$ cat config.mk
export PLATFORM = sky130hd
export DESIGN_NAME = md_ctrl_flat
export DESIGN_NICKNAME = d
export VERILOG_FILES = /design/src/rtl/md_ctrl_if.sv /design/src/rtl/md_ctrl.sv /design/src/flat_wrapper.sv
export SDC_FILE = /design/constraint.sdc
export NUM_CORES = 1
export LEC_CHECK = 0
export BUFFER_PORTS_ARGS = -buffer_cell sky130_fd_sc_hd__buf_2
export CORE_AREA = 2 2 60 62
export DETAILED_ROUTE_END_ITERATION = 8
export DIE_AREA = 0 0 62 64
export GPL_TIMING_DRIVEN = 0
export HOLD_SLACK_MARGIN = 0.03
export PLACE_DENSITY = 0.88
export SLEW_MARGIN = 20
export SYNTH_ARGS = -nofsm -noshare
export SYNTH_HDL_FRONTEND = slang
export SYNTH_SLANG_ARGS = --single-unit
$ cat constraint.sdc
create_clock -name Clk -period 4.3 [get_ports Clk]
set_input_delay 0.645 -clock Clk [delete_from_list [all_inputs] [get_ports Clk]]
set_output_delay 0.645 -clock Clk [all_outputs]
set_load 0.03 [all_outputs]
$ cat src/rtl/md_ctrl_if.sv
// EX-stage <-> multiply/divide controller signal bundle.
// master: pipeline side driving requests; slave: md_ctrl.
interface md_ctrl_if;
  logic        OpValid;
  logic [1:0]  Op;
  logic [31:0] RsData;
  logic [31:0] RtData;
  logic        MtValid;
  logic        MfValid;
  logic        HiSel;
  logic        Hold;
  logic        Flush;

  logic        MdStart;
  logic [1:0]  MdOp;
  logic [31:0] MdD1;
  logic [31:0] MdD2;
  logic        MdWe;
  logic        MdHiLo;
  logic        Stall;
  logic        MdDone;
  logic        DivZero;

  modport master (
    output OpValid, Op, RsData, RtData, MtValid, MfValid, HiSel, Hold, Flush,
    input  MdStart, MdOp, MdD1, MdD2, MdWe, MdHiLo, Stall, MdDone, DivZero
  );

  modport slave (
    input  OpValid, Op, RsData, RtData, MtValid, MfValid, HiSel, Hold, Flush,
    output MdStart, MdOp, MdD1, MdD2, MdWe, MdHiLo, Stall, MdDone, DivZero
  );
endinterface

$ cat src/rtl/md_ctrl.sv
// Sequencing controller for the mul/div unit: issues starts and HI/LO writes,
// counts fixed op latency and stalls dependent mul/div/mt/mf instructions.
module md_ctrl #(
  parameter int unsigned MUL_LAT = 5,
  parameter int unsigned DIV_LAT = 10
) (
  input  logic     Clk,
  input  logic     Rst_n,
  md_ctrl_if.slave md
);

  localparam logic [4:0] MUL_CNT = 5'(MUL_LAT);
  localparam logic [4:0] DIV_CNT = 5'(DIV_LAT);

  typedef enum logic {
    IDLE,
    BUSY
  } state_e;

  state_e     state_q, state_d;
  logic [4:0] cnt_q, cnt_d;
  logic       done_q, done_d;
  logic       div_zero_q, div_zero_d;

  logic       accept;
  logic       start;
  logic       we;
  logic       stall;

  always_comb begin
    state_d    = state_q;
    cnt_d      = cnt_q;
    done_d     = 1'b0;
    div_zero_d = 1'b0;
    start      = 1'b0;
    we         = 1'b0;
    stall      = 1'b0;
    accept     = (state_q == IDLE) && md.OpValid && !md.Hold && !md.Flush;

    case (state_q)
      IDLE: begin
        if (accept) begin
          // A divide by zero is dropped here so HI/LO keep their contents.
          if (md.Op[1] && (md.RtData == '0)) begin
            div_zero_d = 1'b1;
          end else begin
            start   = 1'b1;
            cnt_d   = md.Op[1] ? DIV_CNT : MUL_CNT;
            state_d = BUSY;
          end
        end else if (md.MtValid && !md.OpValid && !md.Hold && !md.Flush) begin
          we = 1'b1;
        end
      end
      BUSY: begin
        // Hold and Flush are ignored: the unit cannot pause or abort.
        stall = md.OpValid || md.MtValid || md.MfValid;
        cnt_d = cnt_q - 5'd1;
        if (cnt_q == 5'd1) begin
          state_d = IDLE;
          done_d  = 1'b1;
        end
      end
      default: state_d = IDLE;
    endcase
  end

  always_ff @(posedge Clk or negedge Rst_n) begin
    if (!Rst_n) begin
      state_q    <= IDLE;
      cnt_q      <= '0;
      done_q     <= 1'b0;
      div_zero_q <= 1'b0;
    end else begin
      state_q    <= state_d;
      cnt_q      <= cnt_d;
      done_q     <= done_d;
      div_zero_q <= div_zero_d;
    end
  end

  // Combinational outputs are forced low while reset is asserted.
  assign md.MdStart = Rst_n && start;
  assign md.MdWe    = Rst_n && we;
  assign md.Stall   = Rst_n && stall;
  assign md.MdOp    = Rst_n ? md.Op     : '0;
  assign md.MdD1    = Rst_n ? md.RsData : '0;
  assign md.MdD2    = Rst_n ? md.RtData : '0;
  assign md.MdHiLo  = Rst_n && md.HiSel;
  assign md.MdDone  = done_q;
  assign md.DivZero = div_zero_q;

endmodule

$ cat src/flat_wrapper.sv
// flat-port wrapper written by rule: the top's interface ports become plain ports
module md_ctrl_flat 
#(
  parameter int unsigned MUL_LAT = 5,
  parameter int unsigned DIV_LAT = 10
)
  (Clk, Rst_n, md_OpValid, md_Op, md_RsData, md_RtData, md_MtValid, md_MfValid, md_HiSel, md_Hold, md_Flush, md_MdStart, md_MdOp, md_MdD1, md_MdD2, md_MdWe, md_MdHiLo, md_Stall, md_MdDone, md_DivZero);
  md_ctrl_if md_i ();
  input  logic Clk;
  input  logic Rst_n;
  input wire logic [$bits(md_i.OpValid)-1:0] md_OpValid;
  input wire logic [$bits(md_i.Op)-1:0] md_Op;
  input wire logic [$bits(md_i.RsData)-1:0] md_RsData;
  input wire logic [$bits(md_i.RtData)-1:0] md_RtData;
  input wire logic [$bits(md_i.MtValid)-1:0] md_MtValid;
  input wire logic [$bits(md_i.MfValid)-1:0] md_MfValid;
  input wire logic [$bits(md_i.HiSel)-1:0] md_HiSel;
  input wire logic [$bits(md_i.Hold)-1:0] md_Hold;
  input wire logic [$bits(md_i.Flush)-1:0] md_Flush;
  output wire logic [$bits(md_i.MdStart)-1:0] md_MdStart;
  output wire logic [$bits(md_i.MdOp)-1:0] md_MdOp;
  output wire logic [$bits(md_i.MdD1)-1:0] md_MdD1;
  output wire logic [$bits(md_i.MdD2)-1:0] md_MdD2;
  output wire logic [$bits(md_i.MdWe)-1:0] md_MdWe;
  output wire logic [$bits(md_i.MdHiLo)-1:0] md_MdHiLo;
  output wire logic [$bits(md_i.Stall)-1:0] md_Stall;
  output wire logic [$bits(md_i.MdDone)-1:0] md_MdDone;
  output wire logic [$bits(md_i.DivZero)-1:0] md_DivZero;
  assign md_i.OpValid = md_OpValid;
  assign md_i.Op = md_Op;
  assign md_i.RsData = md_RsData;
  assign md_i.RtData = md_RtData;
  assign md_i.MtValid = md_MtValid;
  assign md_i.MfValid = md_MfValid;
  assign md_i.HiSel = md_HiSel;
  assign md_i.Hold = md_Hold;
  assign md_i.Flush = md_Flush;
  assign md_MdStart = md_i.MdStart;
  assign md_MdOp = md_i.MdOp;
  assign md_MdD1 = md_i.MdD1;
  assign md_MdD2 = md_i.MdD2;
  assign md_MdWe = md_i.MdWe;
  assign md_MdHiLo = md_i.MdHiLo;
  assign md_Stall = md_i.Stall;
  assign md_MdDone = md_i.MdDone;
  assign md_DivZero = md_i.DivZero;
  md_ctrl #(.MUL_LAT(MUL_LAT), .DIV_LAT(DIV_LAT)) u_core (.Clk(Clk), .Rst_n(Rst_n), .md(md_i));
endmodule
==> run_results.csv <==
group,metric,value,unit
run_status,outcome,"finished, final reports clean",
place,dpl.hpwl,3865,um
yosys,synth_edf_count,0,
sta,max_freq,345.6,MHz
sta,tightest_slew,0.6690,ns
yosys,synth_top_area_cell,"and2_1",
clock_network,cts_setup_buffers,0,
yosys,yosys_most_used_dff,"dfrtp_1",
die,initial_utilization,32.53,%
route,vias_per_cell,4.731,
setup_path,worst_path_max_delay_cell,"or4_4",
pwr,power_frac_comb,63.8,%
final_layout,multi_input_area,819.5,um2
clock_network,clkLatencyLatePin,0.26,ns
route,drtIter0Drc,35,
pwr,swShare,47.76,%
yosys,syn-num-nets,220,
sta,fin_skew,0.005434,ns
setup_path,crit_start,"md_RtData[23]",
hold_path,min_path_type,"input pin to asynchronous set/reset pin",
clock_network,cts_buffers,3,
die,die_height,64,um
final_layout,register_area,200.2,um2
setup_path,critPathLaunchType,"input pin",
sta,finalHoldViolCount,0,
sta,period_share,67.29,%
pwr,p_per_area,291.0,nW/um2
setup_path,path_cells,"buf_2, or4_4, or3_4, o31ai_2, nor2_1, buf_2",
setup_path,cp_max_fo,3,
clock_network,cts_tree,"done",
final_layout,fin_nets,370,
yosys,synthCells,144,
grt,grt_pass1_vias,1457,
job,drv_cap,0,
final_layout,area_delta_synth_final,75.41,%
final_layout,fill_cells,321,
grt,grt_max_degree,15,
setup_path,cpMostUsedCell,"buf_2",
final_layout,design_area,1874,um2
die,ios,146,
setup_path,arrival,2.25,ns
pwr,fin_total_pwr,0.5454,mW
sta,timing.setup.tns,0,ns
sta,rsz0062_at_grt,"false",
clock_network,clk_pin_slew,0.06,ns
setup_path,r2r_start,"u_core.state_q$_DFF_PN0_",
final_layout,layout.cells.non_filler,338,
place,placedCellCount,335,
route,drt_wl_total,4378,um
pwr,p_clk_share,10.9,%
final_layout,antenna_cells,0,
place,placed_area,1852,um2
setup_path,r2r_slack,2.69,ns
yosys,ys.warnings.count,0,
clock_network,cts_hold_buf,0,
setup_path,critical_path_class,"input pin to primary output",
setup_path,cp-end-kind,"primary output",
die,fp.dieW,62,um
route,route.detailed.drc,0,
die,rows,21,
grt,grt_pass1_wl,6265,um
clock_network,clock_sinks,8,
clock_network,cts_resized,0,
sta,worst_slack,1.407,ns
route,dr.pass1.iters,4,
grt,grt_usage,20.84,%
clock_network,clockRootBuffer,"clkbuf_4",
grt,antenna_found_initial,0,
pwr,leakagePower,1.064,nW
sta,fin_crit,2.893,ns
yosys,ys_async_sr_fraction,100.0,%
yosys,synth_top_area_share,38.64,%
setup_path,cp_data_required_time,3.65,ns
yosys,ys_ff_latch,8,
die,dieArea,3968,um2
setup_path,critPathBufInv,2,
final_layout,drive_above_1_share,52.74,%
route,vias,1599,
place,gp_congestion,0.8170,
route,wire_per_inst,12.95,um
yosys,syn-cell-area,1069,um2
sta,slew_headroom,55.30,%
place,pre_cts_slack,1.418,ns
yosys,synth_area_leaders,"and2_1, dfrtp_1, nor4_1",
route,ant_nets,0,
sta,setup_viol,0,
pwr,p_int,0.2849,mW
pwr,pwr-share-seq,25.3,%
grt,grt_overflow,0,
yosys,syn_avg_cell_area,7.420,um2
setup_path,crit_family,"simple AND/OR/NAND/NOR gates",
clock_network,cts_max_level,1,
pwr,power_switching,0.2605,mW
clock_network,clk_path_buf_depth,2,
yosys,ys_types,34,
place,numPortBuffers,145,
pwr,vdd_drop_max,0.1807,mV
sta,drv_slew,0,
yosys,ys_seq_area_share,18.74,%
die,fp.coreArea,3284,um2
setup_path,cpPeakStageDelay,0.52,ns
registers in the layout, indices dropped and copies added, names as in the netlist:
signal,count
u_core.state_q,1
u_core.md.DivZero,1
u_core.md.MdDone,1
u_core.cnt_q,5
metal layers:
layer	up-vias	share of wire, %	GRT usage [%]
met5	-	0	0
met3	10	9.1	5.668
met2	82	50	36.33
met1	709	39	23.14
li1	798	-	-
met4	0	2.0	7.713
logic make-up (layout without fill, tap and decap cells):
| kind of cell | after synthesis | in the layout | synth area share (%) |
|---|---|---|---|
| flip-flops | 8 | 8 | 18.74 |
| buffers and inverters | 12 | 160 | 4.567 |
| AO/OA/AOI/OAI | 14 | 14 | 11.12 |
| AND/OR/NAND/NOR | 106 | 106 | 61.59 |
| adder cells (fa/ha/maj) | 2 | 2 | 2.342 |
| XOR/XNOR | 2 | 2 | 1.640 |
Yosys cell counts, drive strengths merged, types with 3 or more instances:
cell    instances
dfrtp           8
and2           67
o221ai          3
nor2            3
nor4            7
inv             4
nand2           5
nand2b          3
nor2b           4
clkbuf          7
nor3            4
through the flow:
stage | utilization [%] | hold WS [ns]
after floorplan | - | 0.3494
after detailed placement | 56.38 | 0.4966
final | 57.07 | 0.2590
after CTS | 57.07 | 0.2601
after global placement | 56.38 | 0.4740
after global routing | 57.07 | 0.2716
path summary, 6_finish.rpt:
kind / endpoint / cells after the start
min in group Clk: u_core.md.MdDone$_DFF_PN0_ / 1
hold / removal: u_core.md.MdDone$_DFF_PN0_ / 1
setup reg to reg: u_core.cnt_q[3]$_DFFE_PN0P_ / 4
hold reg to reg: u_core.md.MdDone$_DFF_PN0_ / 1
setup / recovery: md_MdStart / 6
max in group asynchronous: u_core.cnt_q[3]$_DFFE_PN0P_ / 1
power by group through the flow:
| stage | Sequential [mW] | Clock [mW] | Combinational, mW |
|---|---|---|---|
| after floorplan | 0.133 | 0 | 0.239 |
| after global placement | 0.134 | 0 | 0.337 |
| after detailed placement | 0.137 | 0 | 0.348 |
| after CTS | 0.136 | 0.0621 | 0.349 |
| after global routing | 0.141 | 0.0647 | 0.386 |
| final | 0.138 | 0.0593 | 0.348 |
placed cells by master, fill, tap and decap left out, types with 2 or more instances in the layout:
cell        n
buf_2     145
and2_1     66
dfrtp_1     8
clkbuf_1    7
nor4_1      7
nand2_1     5
inv_1       4
nor3_1      4
nor2b_1     4
nor2_1      3
nand2b_1    3
o221ai_1    3
clkbuf_4    3
nand4_1     2
nand3_1     2
nor3b_1     2
a21oi_1     2
xnor2_1     2
a41oi_1     2
ha_1        2
area by class of cell:
type                            count  share of cell area [%]
Buffer                              8                   1.802
Clock buffer                        3                   1.202
Inverter                            4                  0.8011
Multi-Input combinational cell    124                   43.72
Sequential cell                     8                   10.68
Tap cell                           46                   3.071
Timing Repair Buffer              145                   38.72
Power figures use the tool's default switching activity.
